### config.mk
export PLATFORM = sky130hd
export DESIGN_NAME = seg7_scan_driver
export DESIGN_NICKNAME = d
export VERILOG_FILES = /design/src/rtl/seg7_scan_driver.sv
export SDC_FILE = /design/constraint.sdc
export NUM_CORES = 1
export LEC_CHECK = 0
export BUFFER_PORTS_ARGS = -buffer_cell sky130_fd_sc_hd__buf_2
export CORE_MARGIN = 2
export CORE_UTILIZATION = 25
export CTS_CLUSTER_SIZE = 28
export DETAILED_ROUTE_END_ITERATION = 10
export PLACE_DENSITY_LB_ADDON = 0.25
export RECOVER_POWER = 100
export SYNTH_ARGS = -nofsm -noshare
export SYNTH_HDL_FRONTEND = slang
export SYNTH_SLANG_ARGS = --single-unit
### constraint.sdc
create_clock -name clk -period 6.2 [get_ports clk]
set_clock_uncertainty 0.05 [all_clocks]
set_input_delay 0.62 -clock clk [delete_from_list [all_inputs] [get_ports clk]]
set_output_delay 0.62 -clock clk [all_outputs]
set_load 0.01 [all_outputs]
### src/rtl/seg7_scan_driver.sv
// ---------------------------------------------------------------------------
// seg7_scan_driver
//
// Time-multiplexed four-digit seven-segment display driver. It takes the
// 16-bit BCD time word from the stopwatch core and scans it onto a shared
// segment bus with one anode enable per digit. The time word, the
// leading-zero enable and the decimal-point mask are captured into a shadow
// register once per frame, so a count update cannot tear a frame. Each digit
// slot starts with a few dark cycles so that ghosting between digits is
// suppressed.
//
// Parameters:
//   REFRESH_DIV    clk cycles per digit slot (>= 2)
//   BLANK_CYCLES   dark cycles at the start of each slot (1 .. REFRESH_DIV-1)
//   ACTIVE_LOW_SEG 1 inverts seg and dp at the pins (common-anode part)
//   ACTIVE_LOW_AN  1 inverts an at the pins
//
// Ports:
//   clk            system clock
//   reset          asynchronous, active-high reset
//   enable         0 forces the display dark and holds the scan at slot 0
//   time_data      four BCD digits, digit i = time_data[4i+3:4i], digit 0 rightmost
//   blank_leading  1 enables leading-zero suppression
//   dp_mask        dp_mask[i] lights the decimal point of digit i
//   seg            segments {g,f,e,d,c,b,a}, pin polarity
//   dp             decimal point, pin polarity
//   an             per-digit anode enables, pin polarity
//   frame_start    one-cycle pulse in the cycle after a new frame is latched
// ---------------------------------------------------------------------------
module seg7_scan_driver #(
    parameter int REFRESH_DIV    = 25000,
    parameter int BLANK_CYCLES   = 4,
    parameter bit ACTIVE_LOW_SEG = 1'b1,
    parameter bit ACTIVE_LOW_AN  = 1'b1
) (
    input  logic        clk,
    input  logic        reset,
    input  logic        enable,
    input  logic [15:0] time_data,
    input  logic        blank_leading,
    input  logic [3:0]  dp_mask,
    output logic [6:0]  seg,
    output logic        dp,
    output logic [3:0]  an,
    output logic        frame_start
);

    // Slot counter width; a two-cycle slot still needs one bit.
    localparam int CNT_W = (REFRESH_DIV > 2) ? $clog2(REFRESH_DIV) : 1;

    localparam logic [CNT_W-1:0] CNT_LAST  = CNT_W'(REFRESH_DIV - 1);
    localparam logic [CNT_W-1:0] CNT_BLANK = CNT_W'(BLANK_CYCLES);
    localparam logic [CNT_W-1:0] CNT_ONE   = CNT_W'(1);

    // Phase of the current digit slot.
    localparam logic [0:0] PHASE_BLANK = 1'b0;
    localparam logic [0:0] PHASE_ON    = 1'b1;

    // Logical segment patterns {g,f,e,d,c,b,a}.
    localparam logic [6:0] SEG_DASH = 7'h40;
    localparam logic [6:0] SEG_OFF  = 7'h00;

    // Scan state
    logic [CNT_W-1:0] cnt;
    logic [1:0]       idx;

    // Shadow copy of the inputs, refreshed once per frame
    logic [15:0]      sh_time;
    logic             sh_blank;
    logic [3:0]       sh_dp;

    // Registered logical (active-high) outputs before pin polarity
    logic [3:0]       an_q;
    logic [6:0]       seg_q;
    logic             dp_q;

    // Combinational decode of the current scan state
    logic             frame_latch;
    logic [0:0]       slot_phase;
    logic [3:0]       cur_digit;
    logic [3:0]       digit_zero;
    logic [3:0]       lead_blank;
    logic             cur_blanked;
    logic             cur_dp;
    logic [3:0]       cur_onehot;
    logic [6:0]       cur_pattern;
    logic [3:0]       next_an;
    logic [6:0]       next_seg;
    logic             next_dp;

    // BCD to seven-segment decode; anything that is not a decimal digit
    // shows a dash so a corrupted time word is visible instead of garbage.
    function automatic logic [6:0] decode_digit(input logic [3:0] value);
        logic [6:0] pattern;
        case (value)
            4'd0:    pattern = 7'h3F;
            4'd1:    pattern = 7'h06;
            4'd2:    pattern = 7'h5B;
            4'd3:    pattern = 7'h4F;
            4'd4:    pattern = 7'h66;
            4'd5:    pattern = 7'h6D;
            4'd6:    pattern = 7'h7D;
            4'd7:    pattern = 7'h07;
            4'd8:    pattern = 7'h7F;
            4'd9:    pattern = 7'h6F;
            default: pattern = SEG_DASH;
        endcase
        return pattern;
    endfunction

    // A new frame is latched only at the very top of the scan, and only
    // while the driver is enabled. Because the counters are forced to zero
    // while disabled, the first enabled edge afterwards is always a latch.
    always_comb begin
        frame_latch = enable && (cnt == '0) && (idx == 2'd0);
    end

    // The first BLANK_CYCLES cycles of every slot are dark so the segment
    // bus can settle before the next anode turns on.
    always_comb begin
        slot_phase = (cnt < CNT_BLANK) ? PHASE_BLANK : PHASE_ON;
    end

    // Select the digit nibble and decimal point belonging to the slot
    // being scanned, and build the one-hot anode for it.
    always_comb begin
        cur_digit  = 4'd0;
        cur_dp     = 1'b0;
        cur_onehot = 4'b0000;
        case (idx)
            2'd0: begin
                cur_digit  = sh_time[3:0];
                cur_dp     = sh_dp[0];
                cur_onehot = 4'b0001;
            end
            2'd1: begin
                cur_digit  = sh_time[7:4];
                cur_dp     = sh_dp[1];
                cur_onehot = 4'b0010;
            end
            2'd2: begin
                cur_digit  = sh_time[11:8];
                cur_dp     = sh_dp[2];
                cur_onehot = 4'b0100;
            end
            default: begin
                cur_digit  = sh_time[15:12];
                cur_dp     = sh_dp[3];
                cur_onehot = 4'b1000;
            end
        endcase
        cur_pattern = decode_digit(cur_digit);
    end

    // Leading-zero suppression: a digit is blank when it and every digit to
    // its left are zero. The rightmost digit always shows, so an all-zero
    // time still reads "0" rather than a dark display.
    always_comb begin
        digit_zero[0] = (sh_time[3:0]   == 4'd0);
        digit_zero[1] = (sh_time[7:4]   == 4'd0);
        digit_zero[2] = (sh_time[11:8]  == 4'd0);
        digit_zero[3] = (sh_time[15:12] == 4'd0);

        lead_blank[3] = sh_blank && digit_zero[3];
        lead_blank[2] = lead_blank[3] && digit_zero[2];
        lead_blank[1] = lead_blank[2] && digit_zero[1];
        lead_blank[0] = 1'b0;

        cur_blanked   = lead_blank[idx];
    end

    // Next logical output values. During the ON phase exactly one anode is
    // driven. A suppressed digit keeps its segments off, but its anode is
    // still enabled when its decimal point is requested so a separator
    // such as the mm:ss colon stays visible.
    always_comb begin
        next_an  = 4'b0000;
        next_seg = SEG_OFF;
        next_dp  = 1'b0;
        if (enable && (slot_phase == PHASE_ON)) begin
            if (cur_blanked) begin
                if (cur_dp) begin
                    next_an = cur_onehot;
                    next_dp = 1'b1;
                end
            end else begin
                next_an  = cur_onehot;
                next_seg = cur_pattern;
                next_dp  = cur_dp;
            end
        end
    end

    // Scan counters. cnt walks through one digit slot, idx steps to the next
    // digit at the end of each slot and wraps after digit 3. Dropping enable
    // parks the scan at the top of the frame.
    always_ff @(posedge clk or posedge reset) begin
        if (reset) begin
            cnt <= '0;
            idx <= 2'd0;
        end else if (!enable) begin
            cnt <= '0;
            idx <= 2'd0;
        end else if (cnt == CNT_LAST) begin
            cnt <= '0;
            idx <= idx + 2'd1;
        end else begin
            cnt <= cnt + CNT_ONE;
        end
    end

    // Shadow register. All three display inputs are captured together at
    // the frame latch and held for the whole frame, which is what keeps a
    // mid-frame count change from showing half old and half new digits.
    // The shadow keeps its value while the driver is disabled.
    always_ff @(posedge clk or posedge reset) begin
        if (reset) begin
            sh_time  <= 16'h0000;
            sh_blank <= 1'b0;
            sh_dp    <= 4'b0000;
        end else if (frame_latch) begin
            sh_time  <= time_data;
            sh_blank <= blank_leading;
            sh_dp    <= dp_mask;
        end
    end

    // Output registers. Everything seen at the pins is a registered decode
    // of the scan state from before the edge, so the pins lag the counters
    // by one cycle and are glitch-free. Reset darkens the display at once
    // without waiting for a clock edge.
    always_ff @(posedge clk or posedge reset) begin
        if (reset) begin
            an_q        <= 4'b0000;
            seg_q       <= SEG_OFF;
            dp_q        <= 1'b0;
            frame_start <= 1'b0;
        end else begin
            an_q        <= next_an;
            seg_q       <= next_seg;
            dp_q        <= next_dp;
            frame_start <= frame_latch;
        end
    end

    // Pin polarity. The inversion sits after the registers so that a
    // common-anode board sees all segments and anodes off during reset.
    always_comb begin
        seg = ACTIVE_LOW_SEG ? ~seg_q : seg_q;
        dp  = ACTIVE_LOW_SEG ? ~dp_q  : dp_q;
        an  = ACTIVE_LOW_AN  ? ~an_q  : an_q;
    end

endmodule

Yosys cells after proc, flatten, opt, wreduce, memory -nomap -nowiden
Memory sizes are Yosys's and may differ from the RTL's.
Cells that the tools add are included.
Widths: inputs -> output; s select.
{"block": "totals", "wordCells": 50, "input_bits": 24, "regBits": 51, "output_inout_bits": 13, "mem_bits_ro": 112, "n_memories": 1}
{"memory": "(no name shown)", "words": 16, "width": 7, "read_ports": 1, "rd_ports_with_merged_regs": 0, "wr": 0, "line": "95", "source": "case (value)"}
{"block": "op_classes", "mux": 18, "reduce_logical": 11, "magnitude_cmp": 2, "n_eq_ne": 4, "bitwise_logic": 3, "addsub": 2}
{"operator": "$mux 15", "n": 2}
{"operator": "$pmux 4 s3", "n": 2}
{"operator": "$add 15x1->15 const B", "n": 1}
{"operator": "$eq 15x15->1 const B", "n": 1}
{"operator": "$logic_not 15->1", "n": 1}
{"operator": "$lt 15x3->1 const B", "n": 1}
{"operator": "$mux 7", "n": 2}
{"operator": "$logic_not 4->1", "n": 3}
{"operator": "$mux 4", "n": 3}
{"operator": "$not 7->7", "n": 1}
{"operator": "$logic_and 1x1->1", "n": 6}
{"operator": "$mux 1", "n": 5}
{"operator": "$mux 2", "n": 2}
{"operator": "$not 4->4", "n": 1}
{"operator": "$lt 2x3->1 const B", "n": 1}
{"operator": "$pmux 1 s3", "n": 1}
{"operator": "$add 2x1->2 const B", "n": 1}
{"operator": "$bmux 1 s2", "n": 1}
{"operator": "$eq 2x1->1 const B", "n": 1}
{"operator": "$eq 2x2->1 const B", "n": 1}
{"operator": "$logic_not 2->1", "n": 1}
{"operator": "$ne 2x1->1 const B", "n": 1}
{"operator": "$not 1->1", "n": 1}

Logic depth before layout (Yosys ltp)
{"block": "logic_depth", "word_depth": 8, "ltp_mapped": 8, "depth_no_buf": 8}

Worst setup path before layout
Ideal clock, no wire load.
{"block": "synth_path", "path_type": "register -> register", "from": "register idx[0]", "to": "register seg_q[3]", "n_path_buf": 0, "setup_ps": 125, "stages_incl_launch_ff": 9, "path_slack_ps": 4098, "t_arrival_ps": 1926, "required_ps": 6025, "path_cell_list": "dfrtp_1 > inv_1 > ha_1 > a22oi_1 > o2bb2ai_1 > inv_1 > ha_1 > nand2b_1 > a2111oi_0"}
{"block": "synth_via", "elab_chain_cells": 5, "word_cells_on_any_way": 9}
{"item": "start, declared", "line": "65", "source": "logic [1:0] idx;"}
{"item": "start signal, assigned", "line": "206", "source": "idx <= idx + 2'd1;"}
{"item": "$eq 2x2->1 (tied with other cells)", "line": "130", "source": "case (idx)"}
{"item": "$pmux 4 s3", "line": "130"}
{"item": "$mem_v2 16x7"}
{"item": "$mux 7 (*)", "line": "181", "source": "if (cur_blanked) begin"}
{"item": "$mux 7 (*)", "line": "180", "source": "if (enable && (slot_phase == PHASE_ON)) begin"}
{"item": "named net next_seg[3]", "line": "88", "source": "logic [6:0] next_seg;"}
{"item": "end signal, assigned", "line": "240", "source": "seg_q <= next_seg;"}
{"item": "end, declared", "line": "74", "source": "logic [6:0] seg_q;"}
The timed path passes the listed nets; every way through them passes the cells marked *. The select of a mux whose other input is x is not followed.
A chain may end at the register's enable or synchronous reset.

Worst setup path after layout
{"block": "layout_path", "from": "register idx[0]", "to": "register sh_time[4]"}
{"block": "layout_via", "elab_chain_cells": 2}
{"item": "$logic_not 2->1", "line": "115", "source": "frame_latch = enable && (cnt == '0) && (idx == 2'd0);"}
{"item": "$logic_and 1x1->1", "line": "115"}
{"item": "end signal, assigned", "line": "222", "source": "sh_time <= time_data;"}
{"item": "end, declared", "line": "68", "source": "logic [15:0] sh_time;"}
Every way passes these cells.

==> metrics.csv <==
stage,metric,value,unit
outcome,status,finished with violations,
outcome,violations,"max-capacitance violations, max-slew violations",
grt,grt_max_degree,52,
setup_path,crit_fanout,22,
cells_and_area,seqCellArea,1280,um2
routing,wl_per_cell,13.5,um
place,pre_cts_slack,3.75,ns
grt,busiest_layer,met2,
logic_synthesis,ys.flop_type,dfrtp_1,
clocking,clk_path_buf_depth,2,
power_and_ir_drop,finalPower,0.000804,W
setup_path,r2r_start,idx[0],
sta,fin_crit,3.01,ns
grt,use_met2,0.167,
routing,ant_nets,0,
die,io_pins,37,
sta,setup_violations,0,
sta,setup_slack,3.19,ns
cells_and_area,area.growth.synth_to_final,12.6,%
power_and_ir_drop,p_leak,1.26,nW
clocking,clk_pin_slew,0.10,ns
logic_synthesis,synth_edf_count,0,
sta,rsz0062_at_grt,no,
setup_path,r2r_end,sh_time[4],
setup_path,r2r_setup_slack,3.19,ns
setup_path,cp_slowest_cell,nor2_1,
power_and_ir_drop,clkPwrFrac,0.339,
power_and_ir_drop,ir_drop,0.0000931,V
die,die-area,11300,um2
setup_path,max_stage_delay,1.34,ns
cells_and_area,num_antenna_cells,0,
routing,totalWireLength,5.42,mm
cells_and_area,drive_gt1_frac,0.192,
cells_and_area,multi_input_area,1120,um2
grt,overflow,0,
setup_path,critPathCapture,sh_time[4],
cells_and_area,fillerInstances,1110,
die,die_h,106,um
cells_and_area,final_cell_mix,"51 x dfrtp_1, 23 x inv_1, 23 x buf_2",
place,dp_hpwl,3.90,mm
routing,routed_via_density,4.45,
power_and_ir_drop,p_comb_frac,0.162,
cells_and_area,layout_commonest_cell,dfrtp_1,
die,core_area,10300,um2
run,maxCapViolCount,2,
power_and_ir_drop,power.density,272,nW/um2
logic_synthesis,ys_warn_count,0,
place,finalWeightedCongestion,0.742,
setup_path,critPathLaunchType,flop,
logic_synthesis,ys_seq_elements,51,
setup_path,endpoint_kind,flop,
die,start_util,0.255,
grt,met1_usage,0.136,
sta,period_share,0.485,
logic_synthesis,async_reset_ff_frac,1.00,
power_and_ir_drop,swShare,0.257,
routing,drt-initial-drc-count,77,
sta,relSlewSlack,-0.831,
setup_path,r2r_cells,5,
logic_synthesis,synth_top_cell_by_area,dfrtp_1,
grt,grt_pass1_wl,9.10,mm
cells_and_area,fin_nets,301,
logic_synthesis,synth_top_area_share,0.486,
clocking,numCtsBuffers,5,
sta,worstMarginPinSlew,2.75,ns
clocking,cts_setup_buffers,0,
logic_synthesis,postSynthNetCount,260,
power_and_ir_drop,p_int,0.000598,W
die,num_rows,37,
clocking,cts_resized,0,
logic_synthesis,seq_area_frac_synth,0.486,
grt,grt_pass1_vias,1781,
clocking,htreeDepth,2,
sta,max_freq,0.333,GHz
place,portBuffers,36,
setup_path,crit_path_start,idx[0],
grt,grt_use_total,0.102,
logic_synthesis,synth_cells,224,
clocking,cts.root.buffer_cell,clkbuf_8,
routing,drcViolationCount,0,
logic_synthesis,netlist-cell-type-count,41,
grt,antenna_found_initial,0,
sta,finalMaxSlewViolations,75,
clocking,tritoncts,built,
hold_path,hold_class,reg -> reg,
setup_path,cp.depth,5,
clocking,clkSinkCount,51,
logic_synthesis,yosys-top-cells-area,"dfrtp_1 49%, mux2_4 11%, ha_1 5.7%",
sta,hold_viol_final,0,
routing,vias,1788,
logic_synthesis,syn_area,2630,um2
logic_synthesis,avgSynthCellArea,11.7,um2
setup_path,crit_family,simple AND/OR/NAND/NOR gates,
setup_path,critPathBufInv,1,
setup_path,arrival,3.14,ns
die,fp.dieW,106,um
clocking,clock_latency,0.30,ns
setup_path,critical_path_class,reg -> reg,
setup_path,cp_data_required_time,6.34,ns
sta,fin_tns_setup,0,ns
routing,first_pass_iters,4,
setup_path,path_cells,"inv_1, ha_1, nand3_1, nor2_1, mux2_2",
power_and_ir_drop,seqPwrFrac,0.499,
clocking,cts_hold_buf,0,
power_and_ir_drop,p_sw,0.000206,W
grt,grt_use_met3,0.0221,
==> worst min path at each step <==
stage | startpoint | to | slack (ns) | cells past startpoint
after floorplan | cnt[0] | cnt[0] | 0.39 | 1
after global placement | cnt[0] | cnt[0] | 0.42 | 1
after detailed placement | cnt[0] | cnt[0] | 0.42 | 1
after CTS | cnt[0] | cnt[0] | 0.44 | 1
after global routing | time_data[10] | sh_time[10] | 0.47 | 2
final | cnt[0] | cnt[0] | 0.43 | 1
==> power by group through the flow <==
stage | Clock [W] | Sequential [W] | Combinational (W)
finish | 0.000273 | 0.000401 | 0.000130
global route | 0.000297 | 0.000407 | 0.000148
CTS | 0.000282 | 0.000403 | 0.000159
detailed placement | 0 | 0.000408 | 0.000158
global placement | 0 | 0.000410 | 0.000157
floorplan | 0 | 0.000398 | 0.000131
==> metal layers <==
metal | vias up | part of all wire | routed length (um)
met5 | - | 0 | 0
met4 | 0 | 0.011 | 59
met3 | 5 | 0.037 | 199
met2 | 28 | 0.49 | 2630
met1 | 873 | 0.47 | 2530
li1 | 882 | - | -
==> synth_stat cells, types with 5 or more instances <==
master / instances
and3_1: 6
nand2_1: 9
nor2_1: 14
xnor2_1: 6
dfrtp_1: 51
ha_1: 12
mux2_4: 19
a22oi_1: 5
xor2_1: 5
a21oi_1: 10
inv_1: 23
==> per-stage QoR <==
step	hold slack, ns	cell area [um2]	cells	utilization
2_1_floorplan	0.394	2630	224	-
3_3_place_gp	0.420	2940	394	0.286
3_5_place_dp	0.424	2940	394	0.286
4_1_cts	0.436	3070	402	0.299
5_1_grt	0.472	2960	402	0.288
6_report	0.432	2960	402	0.288
==> state kept, by name, indices dropped and copies added, names as in the netlist <==
| register | count |
|---|---|
| idx | 2 |
| sh_blank | 1 |
| frame_start | 1 |
| cnt | 15 |
| dp_q | 1 |
| an_q | 4 |
| seg_q | 7 |
| sh_time | 16 |
| sh_dp | 4 |
==> final cells by class <==
type / count / share of cell area
clock buffers: 6 / 0.0245
clock inverters: 2 / 0.0203
inverters: 24 / 0.0305
multi-input cells: 146 / 0.379
flip-flops and latches: 51 / 0.432
well taps: 136 / 0.0576
repair buffers: 37 / 0.0567
==> cells by family after synthesis <==
kind of cell             Yosys count  share of synthesized area
XOR/XNOR                          11                     0.0367
adder cells (fa/ha/maj)           12                     0.0572
buffers and inverters             27                     0.0524
AND/OR/NAND/NOR                   66                      0.149
AO/OA/AOI/OAI                     33                     0.0901
flip-flops                        51                      0.486
multiplexers                      24                      0.129
(Power assumes the default switching activity.)
